<file path="config.mk">
export PLATFORM = sky130hd
export DESIGN_NAME = seq_fixed_point_sin_range_reduce
export DESIGN_NICKNAME = d
export VERILOG_FILES = /design/src/rtl/seq_fixed_point_sin_range_reduce.sv
export SDC_FILE = /design/constraint.sdc
export NUM_CORES = 1
export LEC_CHECK = 0
export ABC_CLOCK_PERIOD_IN_PS = 4900
export CAP_MARGIN = 20
export CORE_MARGIN = 2
export CORE_UTILIZATION = 38
export DETAILED_ROUTE_END_ITERATION = 10
export PLACE_DENSITY_LB_ADDON = 0.3
export RECOVER_POWER = 25
export SLEW_MARGIN = 40
export SYNTH_ARGS = -nofsm -noshare
export SYNTH_HDL_FRONTEND = slang
export SYNTH_SLANG_ARGS = --single-unit
export TNS_END_PERCENT = 100
</file>
<file path="constraint.sdc">
create_clock -name clk -period 4.9 [get_ports clk]
set_input_delay 0.98 -clock clk [delete_from_list [all_inputs] [get_ports clk]]
set_output_delay 0.98 -clock clk [all_outputs]
set_load 0.05 [all_outputs]
</file>
<file path="src/rtl/seq_fixed_point_sin_range_reduce.sv">
// Iterative modulo-2pi range reducer feeding the CORDIC sine core: folds any angle into [0, pi/2] plus a negate flag.
// Optional cosine-target outputs are enabled with `define FPSIN_RANGE_COS_EN.
module seq_fixed_point_sin_range_reduce #(
    parameter int WII   = 4,
    parameter int WIF   = 8,
    parameter int WOI   = 4,
    parameter int WOF   = 8,
    parameter int ROUND = 1
) (
    input  logic                 clk,
    input  logic                 rstn,
    input  logic                 i_valid,
    output logic                 i_ready,
    input  logic [WII+WIF-1:0]   i_angle,
    output logic                 o_valid,
    input  logic                 o_ready,
    output logic [WOI+WOF-1:0]   o_target,
    output logic                 o_neg
`ifdef FPSIN_RANGE_COS_EN
    ,
    output logic [WOI+WOF-1:0]   o_cos_target,
    output logic                 o_cos_neg
`endif
);

    localparam int WI  = WII + WIF;
    localparam int WO  = WOI + WOF;
    localparam int WRI = WII + 3;
    localparam int WRF = (WIF > WOF) ? WIF : WOF;
    localparam int W   = WRI + WRF;
    localparam int KW  = (WII > 1) ? $clog2(WII) : 1;
    localparam int RSH = 28 - WRF;
    localparam int SH  = WRF - WOF;

    // Q4.28 reference constant rounded to nearest into WRF fraction bits
    function automatic logic [W-1:0] q28(input logic [63:0] v);
        return W'((v + ((64'd1 << RSH) >> 1)) >> RSH);
    endfunction

    localparam logic [W-1:0] C_2PI = q28(64'h6487ED51);
    localparam logic [W-1:0] C_PI  = q28(64'h3243F6A9);
    localparam logic [W-1:0] C_PIH = q28(64'h1921FB54);
    localparam logic [W-1:0] C_P3H = q28(64'h4B65F1FD);

    function automatic logic [WO-1:0] cvt(input logic [W-1:0] v);
        logic [W-1:0] x;
        x = v;
        if (ROUND != 0) x = v + ((W'(1) << SH) >> 1);
        return WO'(x >> SH);
    endfunction

    typedef enum logic [1:0] {S_IDLE, S_REDUCE, S_FOLD, S_DONE} state_t;

    state_t         r_state, w_state_nxt;
    logic           r_s;
    logic [W-1:0]   r_a;
    logic [KW-1:0]  r_k;
    logic           r_valid;
    logic [WO-1:0]  r_target;
    logic           r_neg;

    logic [W-1:0]   w_ext, w_abs, w_sub, w_a_nxt, w_r, w_t;
    logic           w_neg;

    // Sign-extend first so the most negative input has headroom when negated
    assign w_ext   = {{(W-WI){i_angle[WI-1]}}, i_angle} << (WRF - WIF);
    assign w_abs   = i_angle[WI-1] ? (W'(0) - w_ext) : w_ext;
    assign w_sub   = C_2PI << r_k;
    assign w_a_nxt = (r_a >= w_sub) ? (r_a - w_sub) : r_a;
    assign w_r     = (r_s && (r_a != '0)) ? (C_2PI - r_a) : r_a;

    always_comb begin
        w_t   = w_r;
        w_neg = 1'b0;
        if (w_r < C_PIH) begin
            w_t   = w_r;
            w_neg = 1'b0;
        end else if (w_r < C_PI) begin
            w_t   = C_PI - w_r;
            w_neg = 1'b0;
        end else if (w_r < C_P3H) begin
            w_t   = w_r - C_PI;
            w_neg = 1'b1;
        end else begin
            w_t   = C_2PI - w_r;
            w_neg = 1'b1;
        end
    end

    always_ff @(posedge clk or negedge rstn) begin
        if (!rstn) r_state <= S_IDLE;
        else       r_state <= w_state_nxt;
    end

    always_comb begin
        w_state_nxt = r_state;
        case (r_state)
            S_IDLE:   if (i_valid) w_state_nxt = S_REDUCE;
            S_REDUCE: if (r_k == '0) w_state_nxt = S_FOLD;
            S_FOLD:   w_state_nxt = S_DONE;
            S_DONE:   if (o_ready) w_state_nxt = S_IDLE;
            default:  w_state_nxt = S_IDLE;
        endcase
    end

    always_ff @(posedge clk or negedge rstn) begin
        if (!rstn) begin
            r_s      <= 1'b0;
            r_a      <= '0;
            r_k      <= '0;
            r_valid  <= 1'b0;
            r_target <= '0;
            r_neg    <= 1'b0;
        end else begin
            case (r_state)
                S_IDLE: if (i_valid) begin
                    r_s <= i_angle[WI-1];
                    r_a <= w_abs;
                    r_k <= KW'(WII - 1);
                end
                S_REDUCE: begin
                    r_a <= w_a_nxt;
                    r_k <= r_k - KW'(1);
                end
                S_FOLD: begin
                    r_target <= cvt(w_t);
                    r_neg    <= w_neg;
                    r_valid  <= 1'b1;
                end
                S_DONE: if (o_ready) r_valid <= 1'b0;
                default: ;
            endcase
        end
    end

    assign i_ready  = (r_state == S_IDLE);
    assign o_valid  = r_valid;
    assign o_target = r_target;
    assign o_neg    = r_neg;

`ifdef FPSIN_RANGE_COS_EN
    logic [WO-1:0]  r_cos_target;
    logic           r_cos_neg;
    logic [W-1:0]   w_cos_t;

    // cos(r) = sin(r + pi/2): its fold target is the complement of the sine target
    assign w_cos_t = C_PIH - w_t;

    always_ff @(posedge clk or negedge rstn) begin
        if (!rstn) begin
            r_cos_target <= '0;
            r_cos_neg    <= 1'b0;
        end else if (r_state == S_FOLD) begin
            r_cos_target <= cvt(w_cos_t);
            r_cos_neg    <= (w_r >= C_PIH) && (w_r < C_P3H);
        end
    end

    assign o_cos_target = r_cos_target;
    assign o_cos_neg    = r_cos_neg;
`endif

endmodule

</file>
**After elaboration in Yosys (flattened, before gate mapping)**

Cells that the tools add are included.

- Register bits: 34
- Input port bits: 16
- Output and inout port bits: 15
- Word-level logic and storage cells: 55

- Add/subtract/negate cells: 7
- Magnitude comparators: 4
- Equality and inequality tests: 7
- Shift-type cells: 1
- Mux-type cells: 18
- Reduce and logical (&&, ||, !) cells: 11

Operators by type and width:

| operator | count |
|---|---|
| $mux W15 | 4 |
| $mux W12 | 3 |
| $pmux W15 S2 | 1 |
| $ge A15 B15 Y1 | 1 |
| $lt A15 B10 Y1 const B | 1 |
| $lt A15 B11 Y1 const B | 1 |
| $lt A15 B9 Y1 const B | 1 |
| $reduce_bool A15 Y1 | 1 |
| $shl A11 B2 Y15 const A | 1 |
| $sub A11 B15 Y15 const A | 1 |
| $sub A15 B15 Y15 | 1 |
| $sub A1 B12 Y13 const A | 1 |
| $sub A10 B12 Y12 const A | 1 |
| $sub A11 B12 Y12 const A | 1 |
| $sub A12 B10 Y12 const B | 1 |
| $mux W2 | 4 |
| $ne A2 B2 Y1 const B | 4 |
| $pmux W2 S4 | 1 |
| $reduce_and A2 Y1 | 3 |
| $reduce_and A3 Y1 | 2 |
| $eq A2 B2 Y1 const B | 2 |
| $logic_not A2 Y1 | 2 |
| $pmux W2 S2 | 1 |
| $reduce_bool A2 Y1 | 2 |
| 5 further kinds | 7 |

**Logic depth before layout (Yosys ltp)**

Gate-level depths: netlist of run 1.

- Word-level depth: 7
- Depth in mapped cells: 16
- Gate-level depth less buffers: 14

**Least setup slack after synthesis of run 1**

Ideal clock, no wire load.

- Kind: flip-flop to flip-flop
- Start: register r_a[0]
- End: register r_target[8], in the netlist o_target[8]
- Library setup time: 0.137 ns
- Arrival: 2.956 ns
- Required time: 4.763 ns
- Slack: 1.806 ns
- Cell stages (with the launch flop): 17
- Path buffers: 2
- Period minus slack after synthesis: 3.094 ns
- Cell sequence: dfrtp_1 buf_2 inv_1 ha_1 nor2b_1 and4_1 buf_4 o21ai_0 nand2_1 inv_1 ha_1 a211oi_1 a21o_1 nor2_1 and4_1 o32ai_1 o211ai_1

- Cells in the longest elaborated chain, start to end: 7
- Elaborated cells on any way between the ends: 13
- Classes of those cells: add/sub: 4; order compare: 3; mux: 4; reduce/logical: 2

RTL lines:

| what | line | source |
|---|---|---|
| start, declared | 56 | `logic [W-1:0] r_a;` |
| start signal, assigned | 118 | `r_a <= w_abs;` |
| start signal, assigned | 122 | `r_a <= w_a_nxt;` |
| parallel branches: the longest is 2 deep, another holds $sub A11 B15 Y15 | -- |  |
| $mux W15 * | 70 | `assign w_r = (r_s && (r_a != '0)) ? (C_2PI - r_a) : r_a;` |
| $sub A11 B12 Y12, or another cell as far along | 85 | `w_t = C_2PI - w_r;` |
| $mux W12 | 81 | `end else if (w_r < C_P3H) begin` |
| $mux W12 | 78 | `end else if (w_r < C_PI) begin` |
| $mux W12 * | 75 | `if (w_r < C_PIH) begin` |
| end signal, assigned | 126 | `r_target <= cvt(w_t);` |
| end, declared | 59 | `logic [WO-1:0] r_target;` |

Mark *: on every way between the ends.
A chain may end at the register's enable or synchronous reset.

**Worst setup path in the final report of run 1**

Ends and elaborated chain as after synthesis.

==> out/qor.csv, run 1 <==
stage,metric,value,unit
clock_network,cts_hold_buf,0,
drt,drc,0,
synthesis,syn_avg_cell_area,7.68,um^2
synthesis,synthArstFlopShare,1.00,
synthesis,synth_area_leader_cell,dfrtp_1,
floorplanning,rows,36,
placement,io_buffers,30,
floorplanning,start_util,0.395,
drt,num_vias,3933,
clock_network,clkTransAtPathRegs,0.07,ns
drt,drt_wl_total,10600,um
floorplanning,die_area,11100,um^2
placement,dpl_cell_area,4250,um^2
synthesis,yosysUniqueCellTypes,73,
clock_network,cts_buffers,5,
clock_network,insertion_delay,0.29,ns
clock_network,cts_resized,0,
timing,drv_slew,35,
global_routing,grt_first_pass_wirelength,18300,um
final_layout,fin_area,4330,um^2
setup_path,arrival,4.36,ns
synthesis,syn_area,3890,um^2
drt,dr.pass1.iters,5,
final_layout,nets,561,
clock_network,cts-root-buf,clkbuf_8,
placement,place.gp.congestion,0.912,
timing,slew_headroom,-0.330,
floorplanning,fp.coreArea,9860,um^2
global_routing,grt_pass1_vias,3662,
synthesis,yosys.area.top_type_share,0.219,
timing,skew,0.00662,ns
synthesis,synth.top_cells.by_count,"43 x nand2_1, 43 x o21ai_0, 40 x nor2_1",
floorplanning,io_pins,31,
final_layout,n_antenna_cell,0,
synthesis,synth_edf_count,0,
timing,worstMarginPinSlew,2.00,ns
timing,period_share,0.857,
global_routing,grt_use_total,0.198,
run_status,violations,"max-capacitance violations, max-slew violations",
clock_network,clkSinkCount,34,
synthesis,synth_warnings,0,
timing,rsz0062_at_grt,no,
setup_path,cp_data_required_time,5.06,ns
global_routing,grt_start_max_net_pins,35,
placement,dp_hpwl,8040,um
global_routing,antenna_found_initial,0,
drt,avgRoutedWirePerCell,16.2,um
timing,hold_viol,0,
worst_hold_path,hold_path_class,reg -> reg,
setup_path,crit_path_end_kind,flop,
floorplanning,die_x,105,um
clock_network,clockBufferDepth,2,
setup_path,r2r_setup_slack,0.70,ns
timing,fin_crit,4.20,ns
clock_network,cts_setup_buffers,0,
run,max-cap-violations,1,
synthesis,synth_area_leaders,"dfrtp_1 22%, ha_1 8.0%, o21ai_0 5.5%, xnor2_1 5.2%, nand2_1 4.1%",
run_status,status,"complete, but fails checks",
setup_path,cp_max_fo,11,
synthesis,synthCells,507,
timing,max_freq,238,MHz
timing,setup_tns,0,ns
floorplanning,die_h,105,um
synthesis,ys.flop_type,dfrtp_1,
final_layout,final.fill_count,1021,
synthesis,syn-num-nets,548,
drt,viasPerCell,6.01,
final_layout,area_delta_synth_final,11.3,%
synthesis,ys_seq_area_frac,0.219,
synthesis,synth-seq-cells,34,
drt,drt_iter0_markers,376,
setup_path,path_class,reg -> reg,
final_layout,drive_above_1_share,0.0749,
drt,detail-route-antenna-nets,0,
setup_path,cp-start-kind,flop,
clock_network,htree_levels,2,
global_routing,grt-ovfl-total,0,
timing,setup_viol,0,
clock_network,cts_tree,done,
per-layer routing:
metal / wire [um] / track usage / vias to the layer above
li1: - / - / 1913
met1: 4960 / 0.281 / 1899
met5: 0 / 0 / -
met3: 502 / 0.0204 / 10
met4: 94 / 0.0381 / 0
met2: 5020 / 0.326 / 111
logic make-up after synthesis:
logic type / synth area share
fa+ha+maj: 0.0803
mux: 0.0353
compound gates: 0.314
buf+inv: 0.0720
xor+xnor: 0.0630
flops: 0.219
simple gates: 0.217
worst paths after layout:
path | cells after the start | from | endpoint
max | 14 | r_a[0] | o_target[8]
min in group asynchronous | 1 | rstn | r_a[8]
min | 1 | o_target[0] | o_target[0]
max in group asynchronous | 1 | rstn | o_target[8]
max reg2reg | 14 | r_a[0] | o_target[8]
min reg2reg | 1 | o_target[0] | o_target[0]
flip-flops by register name, indices dropped and copies added (netlist names):
signal and flops:
r_a 15, o_valid 1, o_neg 1, r_state 2
r_k 2, r_s 1, o_target 12
through the flow:
step | cells | setup WS (ns) | hold slack, ns | util
after floorplan | 507 | 1.81 | 0.556 | -
after global placement | 646 | 0.983 | 0.498 | 0.430
after detailed placement | 646 | 0.827 | 0.505 | 0.430
after CTS | 654 | 0.802 | 0.521 | 0.440
after global routing | 654 | 0.312 | 0.552 | 0.439
final | 654 | 0.703 | 0.516 | 0.439
worst max-delay path, stage by stage (launching register included):
cell and delay (ns):
dfrtp_1 0.48, inv_1 0.18, ha_1 0.32, nor2b_1 0.57
and4_1 0.52, o21ai_0 0.24, nand2_1 0.14, inv_1 0.06
ha_1 0.22, a211oi_1 0.44, a21o_1 0.23, nor2_1 0.06
and4_1 0.21, o32ai_1 0.25, o211ai_1 0.13
cells in the final DEF, fill, tap and decap left out, types with 5 or more instances in the layout:
cell type	count
clkbuf_8	6
o21a_1	10
o221ai_1	5
and2_1	5
a31o_2	5
and3_1	5
nor3_1	14
nand4_1	12
ha_1	25
o21ai_0	43
a211oi_1	5
xnor2_1	23
mux2i_1	7
o211ai_1	12
dfrtp_1	34
clkdlybuf4s50_1	29
buf_4	6
mux2_2	6
o31ai_1	8
a21o_1	6
nor2b_1	5
nor4_1	7
a21oi_1	26
o21ai_1	5
inv_1	32
xor2_1	5
nand2_1	43
nor2_1	40
nand3_1	18
area by class of cell:
cell class / count / area (um^2) / area share
Clock buffer: 7 / 86.3 / 0.0199
Clock inverter: 1 / 5.00 / 0.00115
Inverter: 33 / 124 / 0.0286
Multi-Input combinational cell: 410 / 2760 / 0.637
Sequential cell: 34 / 851 / 0.196
Tap cell: 133 / 166 / 0.0384
Timing Repair Buffer: 36 / 339 / 0.0782
Power of run 1 is not shown: default switching activity piles up to over one toggle a cycle in this logic, so the estimate is an artifact.
==> run 2, diff against run 1 <==
--- a/config.mk
+++ b/config.mk
@@ -9,8 +9,9 @@
 export CAP_MARGIN = 20
 export CORE_MARGIN = 2
 export CORE_UTILIZATION = 38
+export CTS_BUF_LIST = sky130_fd_sc_hd__clkbuf_8
 export DETAILED_ROUTE_END_ITERATION = 10
-export PLACE_DENSITY_LB_ADDON = 0.3
+export PLACE_DENSITY_LB_ADDON = 0.12
 export RECOVER_POWER = 25
 export SLEW_MARGIN = 40
 export SYNTH_ARGS = -nofsm -noshare
==> out/qor.csv, run 2 (synthesized netlist as in run 1, its figures left out) <==
stage,metric,value,unit,change
run_status,status,"complete, but fails checks",,
run_status,violations,"max-capacitance violations, max-slew violations",,
final_layout,area_delta_synth_final,10.9,%,
setup_path,crit_path_end_kind,flop,,
drt,drt_wl_total,10500,um,-0.35%
floorplanning,start_util,0.395,,unchanged
floorplanning,die_area,11100,um^2,unchanged
placement,dpl_cell_area,4240,um^2,-0.18%
setup_path,cpPeakStageDelay,0.58,ns,about the same
floorplanning,fp.coreArea,9860,um^2,unchanged
timing,setup_viol,0,,unchanged
setup_path,cp_max_fo,11,,unchanged
placement,io_buffers,30,,unchanged
timing,period_share,0.855,,-0.00193
timing,setup_tns,0,ns,unchanged
clock_network,cts_buffers,5,,unchanged
timing,worstMarginPinSlew,2.03,ns,+0.0338 ns
drt,avgRoutedWirePerCell,16.2,um,+0.11%
final_layout,largest_register_ff_count,15,,unchanged
clock_network,cts_tree,done,,
global_routing,grt_pass1_vias,3607,,-1.5%
global_routing,grt_use_total,0.200,,+0.00248
timing,worst_slack,0.712,ns,+0.00947 ns
global_routing,grt_start_max_net_pins,35,,unchanged
final_layout,drive_above_1_share,0.0714,,-0.00343
global_routing,antenna_found_initial,0,,unchanged
drt,dr.pass1.iters,5,,unchanged
timing,max_freq,239,MHz,+0.23%
setup_path,cp-start-kind,flop,,
drt,drc,0,,unchanged
setup_path,cp_data_required_time,5.06,ns,about the same
final_layout,final.fill_count,1012,,-0.88%
timing,drv_slew,35,,unchanged
setup_path,crit_chain,inv_1 -> ha_1 -> nor2b_1 -> and4_1 -> o21ai_0 -> nand2_1 -> inv_1 -> ha_1 -> a211oi_1 -> a21o_1 -> nor2_1 -> and4_1 -> o32ai_1 -> o211ai_1,,
clock_network,htree_levels,2,,unchanged
floorplanning,die_x,105,um,unchanged
placement,post-place-ws,0.817,ns,-0.0100 ns
global_routing,grt_first_pass_wirelength,18400,um,+0.56%
timing,fin_crit,4.19,ns,-0.00947 ns
clock_network,insertion_delay,0.29,ns,about the same
setup_path,path_delay_family,simple AND/OR/NAND/NOR gates,,
clock_network,cts_resized,0,,unchanged
worst_hold_path,hold_path_class,reg -> reg,,
final_layout,fin_area,4320,um^2,-0.38%
clock_network,cts_hold_buf,0,,unchanged
timing,slew_headroom,-0.353,,-0.0225
setup_path,path_class,reg -> reg,,
global_routing,grt-ovfl-total,0,,unchanged
final_layout,nets,560,,-0.18%
clock_network,clkSinkCount,34,,unchanged
drt,viasPerCell,5.88,,-2.2%
clock_network,clockBufferDepth,2,,unchanged
timing,rsz0062_at_grt,no,,
timing,skew,0.00805,ns,+0.00143 ns
drt,num_vias,3829,,-2.6%
drt,drt_iter0_markers,198,,-47%
floorplanning,io_pins,31,,unchanged
final_layout,final_cell_mix,"43 x o21ai_0, 43 x nand2_1, 40 x nor2_1",,
timing,hold_viol,0,,unchanged
setup_path,worst-path-buf-inv,2,,unchanged
placement,dp_hpwl,8070,um,+0.43%
clock_network,cts_setup_buffers,0,,unchanged
setup_path,slowest_stage,nor2b_1,,
floorplanning,die_h,105,um,unchanged
floorplanning,rows,36,,unchanged
setup_path,arrival,4.35,ns,about the same
final_layout,n_antenna_cell,0,,unchanged
clock_network,cts-root-buf,clkbuf_8,,
placement,place.gp.congestion,0.878,,-3.7%
final_layout,top_register,r_a,,
clock_network,clkTransAtPathRegs,0.07,ns,about the same
final_layout,multi_input_comb_area,2760,um^2,unchanged
final_layout,seqCellArea,851,um^2,unchanged
drt,detail-route-antenna-nets,0,,unchanged
run,max-cap-violations,1,,unchanged
run 2: changes by cell type in the layout (fill, tap and decap cells not counted):
| cell | delta |
|---|---|
| buf_4 | -1 |
| clkbuf_1 | -1 |
| clkinv_2 | -1 |
run 2: layout make-up:
cell class,instances,area share
Clock buffer,6,0.0191
Multi-Input combinational cell,410,0.640
Sequential cell,34,0.197
Tap cell,133,0.0385
Timing Repair Buffer,35,0.0768
Inverter,33,0.0287
run 2: metal layers:
metal,GRT usage,vias to the layer above,share of wire
li1,-,1910,-
met3,0.0247,8,0.040
met4,0.0352,0,0.0042
met5,0,-,0
met1,0.292,1816,0.51
met2,0.320,95,0.45
run 2: stage by stage:
stage / hold slack (ns) / instances / utilization
3_3_place_gp: 0.490 / 645 / 0.429
2_1_floorplan: 0.556 / 507 / -
4_1_cts: 0.515 / 651 / 0.438
6_report: 0.506 / 651 / 0.438
3_5_place_dp: 0.500 / 645 / 0.430
5_1_grt: 0.543 / 651 / 0.438
run 2: final timing paths:
path	cells past startpoint	start	end	slack, ns
worst max-delay path	14	r_a[0]	o_target[8]	0.71
worst min-delay path	1	o_target[11]	o_target[11]	0.51
worst max register to register	14	r_a[0]	o_target[8]	0.71
worst min register to register	1	o_target[11]	o_target[11]	0.51
max in group asynchronous	1	rstn	o_target[8]	2.47
min in group asynchronous	1	rstn	r_a[8]	1.26
Power of run 2 is left out for the same reason.
==> run 3, diff against run 2 <==
--- a/config.mk
+++ b/config.mk
@@ -12,7 +12,7 @@
 export CTS_BUF_LIST = sky130_fd_sc_hd__clkbuf_8
 export DETAILED_ROUTE_END_ITERATION = 10
 export PLACE_DENSITY_LB_ADDON = 0.12
-export RECOVER_POWER = 25
+export RECOVER_POWER = 100
 export SLEW_MARGIN = 40
 export SYNTH_ARGS = -nofsm -noshare
 export SYNTH_HDL_FRONTEND = slang
==> out/qor.csv, run 3 (synthesized netlist as in run 1, its figures left out) <==
stage,metric,value,unit,change
run_status,status,"complete, but fails checks",,
run_status,violations,"max-capacitance violations, max-slew violations",,
timing,fin_crit,4.29,ns,+0.0972 ns
timing,drv_slew,35,,unchanged
timing,period_share,0.875,,+0.0198
clock_network,clockBufferDepth,2,,unchanged
clock_network,cts_tree,done,,
setup_path,timing.rr.start,r_a[0],,
timing,setup_viol,0,,unchanged
final_layout,final_cell_mix,"46 x o21ai_0, 43 x nand2_1, 40 x nor2_1",,
setup_path,cp_data_required_time,5.07,ns,about the same
timing,skew,0.00802,ns,-0.0000379 ns
clock_network,clkSinkCount,34,,unchanged
clock_network,cts_hold_buf,0,,unchanged
final_layout,final.fill_count,1013,,+0.099%
floorplanning,start_util,0.395,,unchanged
final_layout,nets,560,,unchanged
clock_network,htree_levels,2,,unchanged
setup_path,crit_path_end_kind,flop,,
final_layout,n_antenna_cell,0,,unchanged
final_layout,drive_above_1_share,0.0676,,-0.00386
floorplanning,io_pins,31,,unchanged
worst_hold_path,hp-start,o_target[11],,
drt,drc,0,,unchanged
setup_path,reg2reg_to,o_target[5],,
floorplanning,die_x,105,um,unchanged
setup_path,path_class,reg -> reg,,
floorplanning,die_h,105,um,unchanged
timing,worstMarginPinSlew,2.03,ns,+0.00452 ns
global_routing,grt-ovfl-total,0,,unchanged
setup_path,arrival,4.45,ns,+0.10 ns
clock_network,cts_resized,0,,unchanged
clock_network,insertion_delay,0.29,ns,about the same
drt,dr.pass1.iters,5,,unchanged
setup_path,cp-start-kind,flop,,
setup_path,cp_max_fo,11,,unchanged
final_layout,largest_register_ff_count,15,,unchanged
clock_network,cts-root-buf,clkbuf_8,,
drt,viasPerCell,5.89,,+0.10%
final_layout,top_register,r_a,,
drt,detail-route-antenna-nets,0,,unchanged
global_routing,grt_first_pass_wirelength,18400,um,unchanged
floorplanning,rows,36,,unchanged
worst_hold_path,min_to,o_target[11],,
clock_network,cts_setup_buffers,0,,unchanged
global_routing,grt_pass1_vias,3607,,unchanged
placement,place.gp.congestion,0.878,,unchanged
final_layout,area_delta_synth_final,10.4,%,
floorplanning,die_area,11100,um^2,unchanged
floorplanning,fp.coreArea,9860,um^2,unchanged
global_routing,grt_start_max_net_pins,35,,unchanged
final_layout,layout_commonest_cell,o21ai_0,,
placement,io_buffers,30,,unchanged
setup_path,reg2reg_depth,11,,-3
worst_hold_path,whs_path_depth,1,,unchanged
clock_network,cts_buffers,5,,unchanged
final_layout,multi_input_comb_area,2750,um^2,-0.50%
placement,dp_hpwl,8070,um,unchanged
timing,setup_tns,0,ns,unchanged
clock_network,clkTransAtPathRegs,0.07,ns,about the same
run,max-cap-violations,1,,unchanged
global_routing,antenna_found_initial,0,,unchanged
drt,avgRoutedWirePerCell,16.2,um,about the same
drt,drt_iter0_markers,239,,+21%
global_routing,grt_use_total,0.200,,unchanged
drt,drt_wl_total,10500,um,about the same
worst_hold_path,hold_path_class,reg -> reg,,
timing,max_freq,233,MHz,-2.3%
final_layout,seqCellArea,851,um^2,unchanged
timing,slew_headroom,-0.356,,-0.00301
timing,rsz0062_at_grt,no,,
timing,hold_viol,0,,unchanged
setup_path,r2r_setup_slack,0.61,ns,-0.10 ns
drt,num_vias,3833,,+0.10%
==> run 3: worst max path at each step <==
stage	to	depth (start not counted)	start	slack [ns]
final	o_target[5]	11	r_a[0]	0.61
after floorplan	o_target[8]	16	r_a[0]	1.81
after global placement	o_target[8]	14	r_a[0]	0.95
after CTS	o_target[8]	14	r_a[0]	0.78
after global routing	o_target[8]	11	r_a[0]	0.21
after detailed placement	o_target[8]	14	r_a[0]	0.82
==> run 3: routing by layer <==
layer / vias up / track usage / wire (um)
met5: - / 0 / 0
met4: 0 / 0.0352 / 32
met3: 4 / 0.0247 / 388
met2: 95 / 0.320 / 4800
met1: 1825 / 0.292 / 5320
li1: 1909 / - / -
==> run 3: metrics by stage <==
stage	hold WS [ns]	area, um^2	setup slack [ns]	instances	util
finish	0.500	4300	0.615	651	0.436
global route	0.537	4300	0.206	651	0.436
CTS	0.515	4320	0.777	651	0.438
detailed placement	0.500	4240	0.817	645	0.430
global placement	0.490	4240	0.949	645	0.429
floorplan	0.556	3890	1.81	507	-
==> run 3: final cells by class <==
type,instances,share of cell area
multi-input combinational,410,0.639
sequential,34,0.198
timing repair buffer,35,0.0762
tap,133,0.0387
inverter,33,0.0288
clock buffer,6,0.0192
==> run 3: worst max-delay path, stage by stage, from the launching register on <==
cell	delay [ns]
dfrtp_1	0.48
inv_1	0.18
ha_1	0.33
nor2b_1	0.59
and4_1	0.51
o21ai_0	0.23
o211ai_1	0.16
a31oi_1	0.15
o311ai_2	0.84
mux2i_1	0.33
nor3_1	0.07
a221o_1	0.29
Power of run 3 is left out for the same reason.
